`src/rtl/tdc_pkg.sv`:
```
// Shared types and helpers for the TDC burst readout.
// FSM states, readout select codes and width derivation.
package tdc_pkg;

  typedef enum logic [1:0] {
    IDLE = 2'd0,
    ACQ  = 2'd1,
    DONE = 2'd2
  } state_e;

  localparam logic [2:0] SEL_SUM_LO = 3'd0;
  localparam logic [2:0] SEL_SUM_HI = 3'd1;
  localparam logic [2:0] SEL_MIN    = 3'd2;
  localparam logic [2:0] SEL_MAX    = 3'd3;
  localparam logic [2:0] SEL_STATUS = 3'd4;

  function automatic int cnt_w(input int n_delay);
    return $clog2(n_delay + 1);
  endfunction

  function automatic int acc_w(input int n_delay, input int log2_avg);
    return cnt_w(n_delay) + log2_avg;
  endfunction

endpackage

```
`src/rtl/tdc_burst_readout_therm2bin.sv`:
```
// Thermometer to binary encoder with saturation flag.
// Popcount tolerates bubbles in the delay-line code.
module tdc_therm2bin #(
  parameter int N_DELAY = 192,
  parameter int CNT_W   = 8
) (
  input  logic               clk,
  input  logic               rst_n,
  input  logic [N_DELAY-1:0] therm_i,
  output logic [CNT_W-1:0]   cnt_o,
  output logic               sat_o
);

  logic [CNT_W-1:0] cnt_d;
  logic [CNT_W-1:0] cnt_q;
  logic             sat_q;

  // Count the ones of the synchronised thermometer word
  always_comb begin
    cnt_d = '0;
    for (int i = 0; i < N_DELAY; i++) begin
      cnt_d = cnt_d + CNT_W'(therm_i[i]);
    end
  end

  // Register count and top-tap saturation together
  always_ff @(posedge clk or negedge rst_n) begin
    if (!rst_n) begin
      cnt_q <= '0;
      sat_q <= 1'b0;
    end else begin
      cnt_q <= cnt_d;
      sat_q <= therm_i[N_DELAY-1];
    end
  end

  assign cnt_o = cnt_q;
  assign sat_o = sat_q;

endmodule

```
`src/rtl/tdc_burst_readout.sv`:
```
// Burst-averaging readout back-end for the delay-line TDC.
// Synchronises, encodes, accumulates and muxes results to a byte.
module tdc_burst_readout
  import tdc_pkg::*;
#(
  parameter int N_DELAY  = 192,
  parameter int LOG2_AVG = 2,
  parameter int CNT_W    = cnt_w(N_DELAY),
  parameter int ACC_W    = acc_w(N_DELAY, LOG2_AVG)
) (
  input  logic               clk,
  input  logic               rst_n,
  input  logic [N_DELAY-1:0] i_result,
  input  logic               i_trig,
  input  logic [2:0]         i_rd_sel,
  output logic [7:0]         o_byte,
  output logic               o_busy,
  output logic               o_valid,
  output logic               o_ovf
);

  localparam int N_SMP = 1 << LOG2_AVG;
  localparam int CYC_W = LOG2_AVG + 3;
  localparam logic [CYC_W-1:0] CYC_FIRST = CYC_W'(3);
  localparam logic [CYC_W-1:0] CYC_LAST  = CYC_W'(N_SMP + 2);

  logic [N_DELAY-1:0] s1_q, s2_q;
  logic [CNT_W-1:0]   cnt;
  logic               sat;

  state_e           state_q;
  logic [CYC_W-1:0] cyc_q;
  logic [ACC_W-1:0] wsum_q, sum_d;
  logic [CNT_W-1:0] wmin_q, min_d;
  logic [CNT_W-1:0] wmax_q, max_d;
  logic             wovf_q, ovf_d;
  logic [ACC_W-1:0] psum_q;
  logic [CNT_W-1:0] pmin_q, pmax_q;
  logic             povf_q, valid_q;
  logic [15:0]      sum16;
  logic [7:0]       byte_d;

  // Two-flop synchroniser on the asynchronous TDC word
  always_ff @(posedge clk or negedge rst_n) begin
    if (!rst_n) begin
      s1_q <= '0;
      s2_q <= '0;
    end else begin
      s1_q <= i_result;
      s2_q <= s1_q;
    end
  end

  tdc_therm2bin #(
    .N_DELAY (N_DELAY),
    .CNT_W   (CNT_W)
  ) u_enc (
    .clk     (clk),
    .rst_n   (rst_n),
    .therm_i (s2_q),
    .cnt_o   (cnt),
    .sat_o   (sat)
  );

  // Running statistics including the current encoder output
  always_comb begin
    sum_d = wsum_q + ACC_W'(cnt);
    min_d = (cnt < wmin_q) ? cnt : wmin_q;
    max_d = (cnt > wmax_q) ? cnt : wmax_q;
    ovf_d = wovf_q | sat;
  end

  // Burst FSM; the first three ACQ cycles wait out the pipeline
  always_ff @(posedge clk or negedge rst_n) begin
    if (!rst_n) begin
      state_q <= IDLE;
      cyc_q   <= '0;
      wsum_q  <= '0;
      wmin_q  <= '0;
      wmax_q  <= '0;
      wovf_q  <= 1'b0;
      psum_q  <= '0;
      pmin_q  <= '0;
      pmax_q  <= '0;
      povf_q  <= 1'b0;
      valid_q <= 1'b0;
    end else begin
      unique case (state_q)
        IDLE, DONE: begin
          if (i_trig) begin
            state_q <= ACQ;
            valid_q <= 1'b0;
            cyc_q   <= '0;
            wsum_q  <= '0;
            wmin_q  <= '1;
            wmax_q  <= '0;
            wovf_q  <= 1'b0;
          end
        end
        ACQ: begin
          cyc_q <= cyc_q + CYC_W'(1);
          if (cyc_q >= CYC_FIRST) begin
            wsum_q <= sum_d;
            wmin_q <= min_d;
            wmax_q <= max_d;
            wovf_q <= ovf_d;
            if (cyc_q == CYC_LAST) begin
              state_q <= DONE;
              psum_q  <= sum_d;
              pmin_q  <= min_d;
              pmax_q  <= max_d;
              povf_q  <= ovf_d;
              valid_q <= 1'b1;
            end
          end
        end
        default: state_q <= IDLE;
      endcase
    end
  end

  assign o_busy  = (state_q == ACQ);
  assign o_valid = valid_q;
  assign o_ovf   = povf_q;
  assign sum16   = 16'(psum_q);

  // Byte-wide readout of the published registers
  always_comb begin
    byte_d = 8'h00;
    unique case (i_rd_sel)
      SEL_SUM_LO: byte_d = sum16[7:0];
      SEL_SUM_HI: byte_d = sum16[15:8];
      SEL_MIN:    byte_d = 8'(pmin_q);
      SEL_MAX:    byte_d = 8'(pmax_q);
      SEL_STATUS: byte_d = {5'b0, povf_q, valid_q, o_busy};
      default:    byte_d = 8'h00;
    endcase
  end

  assign o_byte = byte_d;

endmodule

```
`config.mk`:
```
export PLATFORM = sky130hd
export DESIGN_NAME = tdc_burst_readout
export DESIGN_NICKNAME = d
export VERILOG_FILES = /design/src/rtl/tdc_pkg.sv /design/src/rtl/tdc_burst_readout_therm2bin.sv /design/src/rtl/tdc_burst_readout.sv
export SDC_FILE = /design/constraint.sdc
export NUM_CORES = 1
export LEC_CHECK = 0
export BUFFER_PORTS_ARGS = -buffer_cell sky130_fd_sc_hd__buf_2
export CORE_MARGIN = 8
export CORE_UTILIZATION = 45
export CTS_BUF_LIST = sky130_fd_sc_hd__clkbuf_4 sky130_fd_sc_hd__clkbuf_8 sky130_fd_sc_hd__clkbuf_16
export CTS_CLUSTER_SIZE = 25
export DETAILED_ROUTE_END_ITERATION = 12
export PLACE_DENSITY_LB_ADDON = 0.2
export SKIP_LAST_GASP = 1
export SYNTH_ARGS = -nofsm -noshare
export SYNTH_HDL_FRONTEND = slang
export SYNTH_SLANG_ARGS = --single-unit
export TNS_END_PERCENT = 5
```
`constraint.sdc`:
```
create_clock -name clk -period 11.7 [get_ports clk]
set_input_delay 0.585 -clock clk [delete_from_list [all_inputs] [get_ports clk]]
set_output_delay 0.585 -clock clk [all_outputs]
set_load 0.01 [all_outputs]
```
==> impl_metrics.py <==
metrics = {
    "clock_tree": {
        "cts_hold_buf": 0,
        "cts_tree": "done",
        "cts_buffer_depth": 3,
        "cts.sinks": 455,
        "path_clk_slew_ps": 60,
        "post_cts_buffers": 0,
        "clk_latency_ps": 570,
        "cts-root-buf": "clkbuf_16",
        "cts-buffers-inserted": 48,
        "cts_htree_levels": 2,
        "cts_resized": 0,
    },
    "logic_synthesis": {
        "synth_top_family_by_area": "adder cells",
        "synth_compound_area_share_pct": 3.56,
        "synth_cell_types": 52,
        "yosysMostFrequentCell": "dfrtp_1",
        "synth_edf_count": 0,
        "yosys.area.top_type": "dfrtp_1",
        "netlist_area_um2": 18500,
        "ys_seq_area_share_pct": 61.4,
        "synthesis.nets": 1688,
        "synthTopCellsByArea": "dfrtp_1 (61%), fa_1 (19%), inv_1 (5.7%)",
        "netlist_instances": 1254,
        "synth_top_area_share_pct": 61.4,
        "synth_flop_cell": "dfrtp_1",
        "synthSimpleGateAreaFrac_pct": 2.87,
        "yosysWarningCount": 0,
        "synth_xor_area_share_pct": 0.614,
        "synth.mux.area_fraction_pct": 2.21,
        "synth_adder_area_share_pct": 23.2,
        "ys_async_sr_fraction_pct": 100,
        "syn_avg_cell_area_um2": 14.8,
        "synthTopCellsByCount": "dfrtp_1 (455), inv_1 (281), fa_1 (179)",
        "synth_seq_cells": 455,
    },
    "sta": {
        "setup_viol": 0,
        "hold_viol": 0,
        "finClkSkew_ps": 12.9,
        "setup_tns_ps": 0,
        "slew_headroom_pct": 26.2,
        "post-route-period-util_pct": 65.6,
        "slew_viol_final": 0,
        "rsz0062_at_grt": "false",
        "max_freq_mhz": 130,
        "worst_slew_pin_slew_ps": 1100,
        "period_minus_slack_ps": 7680,
    },
    "placed_design": {
        "dp_hpwl_mm": 24.7,
        "port_buffers": 208,
        "gp_congestion": 0.766,
    },
    "routing": {
        "wl_per_cell_um": 15.9,
        "via_count": 9101,
        "drt-total-wl_mm": 33.0,
        "drc": 0,
        "drtIter0Drc": 446,
        "drtPass1Iterations": 6,
        "ant_nets": 0,
        "routed_via_density": 4.39,
    },
    "critical_path": {
        "required_ps": 12150,
        "startpoint_type": "flop",
        "critPathCaptureType": "flop",
        "criticalPathCategory": "flop to flop",
        "critical_path_arrival_ps": 8130,
        "crit_fanout": 2,
    },
    "global_route": {
        "met1_usage_pct": 18.9,
        "use_met3_pct": 2.99,
        "met2_usage_pct": 24.4,
        "grt_max_degree": 175,
        "grt_pass1_vias": 10574,
        "grt_pass1_wl_mm": 54.7,
        "top_usage_layer": "met2",
        "antenna_found_initial": 1,
        "gr-total-overflow": 0,
        "grt_util_all_layers_pct": 14.6,
    },
    "die": {
        "std_cell_rows": 74,
        "fp.dieArea_um2": 47900,
        "die_width_um": 219,
        "start_util_pct": 45.5,
        "core_area_um2": 40700,
        "die_h_um": 219,
        "num_io_pins": 209,
    },
    "status": {
        "status": "finished clean",
    },
    "final_layout": {
        "n_fill_cell": 3387,
        "final_nets": 1936,
        "area_growth_pct": 18.0,
        "n_antenna_cell": 0,
        "layout-drive-gt1-share_pct": 21.4,
    },
    "hold_path": {
        "holdCritPathClass": "input port to async pin",
    },
    "flow_run": {
        "max_cap_violations": 0,
    },
}
-- cells by family after synthesis --
family | after synthesis
XOR/XNOR | 13
multiplexers | 35
AO/OA/AOI/OAI | 103
AND/OR/NAND/NOR | 116
adder cells (fa/ha/maj) | 236
flip-flops | 455
buffers and inverters | 296
-- state kept, by name, summed over array words and instances, names as in the netlist, 2 cells and up --
register / count
s1_q: 192
wsum_q: 10
u_enc.cnt_o: 8
wmax_q: 8
state_q: 2
psum_q: 10
pmin_q: 8
wmin_q: 8
pmax_q: 8
cyc_q: 5
s2_q: 192
-- cell type report --
| class | count | area, um2 | area share (%) |
|---|---|---|---|
| Clock inverter | 22 | 240 | 1.10 |
| Sequential cell | 455 | 11400 | 52.1 |
| Multi-Input combinational cell | 503 | 6010 | 27.5 |
| Timing Repair Buffer | 212 | 1090 | 5.00 |
| Clock buffer | 65 | 1400 | 6.41 |
| Inverter | 282 | 1060 | 4.84 |
| Tap cell | 532 | 666 | 3.05 |
-- path summary, 6_finish.rpt --
check / cells past startpoint / slack [ps] / end / start
hold / removal: 1 / 70 / s1_q[58] / rst_n
max in group asynchronous: 3 / 9250 / s1_q[107] / rst_n
setup / recovery: 23 / 4020 / u_enc.cnt_o[7] / s2_q[0]
setup reg to reg: 23 / 4020 / u_enc.cnt_o[7] / s2_q[0]
hold reg to reg: 0 / 340 / s2_q[160] / s1_q[160]
min in group clk: 1 / 110 / s1_q[92] / i_result[92]
-- layer usage --
| metal | share of wire, % | up-vias |
|---|---|---|
| li1 | - | 4277 |
| met1 | 42 | 4613 |
| met2 | 51 | 154 |
| met3 | 4.0 | 55 |
| met4 | 2.4 | 2 |
| met5 | 0.036 | - |
-- critical path: stages (launching register included) --
cell	delay (ps)
dfrtp_1	360
ha_1	280
inv_1	70
fa_1	430
fa_1	390
inv_1	80
fa_1	440
fa_1	510
fa_1	520
fa_1	530
fa_1	540
fa_1	520
fa_1	540
inv_1	50
fa_1	500
fa_1	600
inv_1	60
ha_1	280
a21oi_1	120
nor2b_1	70
nor3_1	130
nor2_1	90
o41a_1	320
xnor2_1	130
-- cells in the final DEF, fill, tap and decap left out, types with 8 or more instances in the layout --
cell type,n
mux2i_1,18
inv_1,281
ha_1,57
clkbuf_16,50
nand2_1,41
a21oi_1,11
mux2_2,10
clkbuf_4,9
dfrtp_1,455
nor2_1,33
clkinv_2,11
a22oi_1,9
xnor2_1,8
fa_1,179
nor2b_1,8
buf_2,207
nand3_1,15
o21ai_0,48
-- metrics by stage --
stage | cells | cell area [um2] | setup WS (ps) | util (%) | hold WS, ps
final | 2071 | 21900 | 4020 | 53.6 | 73.1
after global routing | 2071 | 21900 | 3530 | 53.6 | 78.8
after CTS | 2071 | 21900 | 3960 | 53.6 | 70.2
after detailed placement | 1984 | 20200 | 3960 | 49.6 | 335
after global placement | 1984 | 20200 | 3950 | 49.6 | 332
after floorplan | 1254 | 18500 | 4210 | - | 289
Power is left out: the tool's default activity adds up to more than one toggle a clock period on the data nets, which glitch-free logic cannot reach.
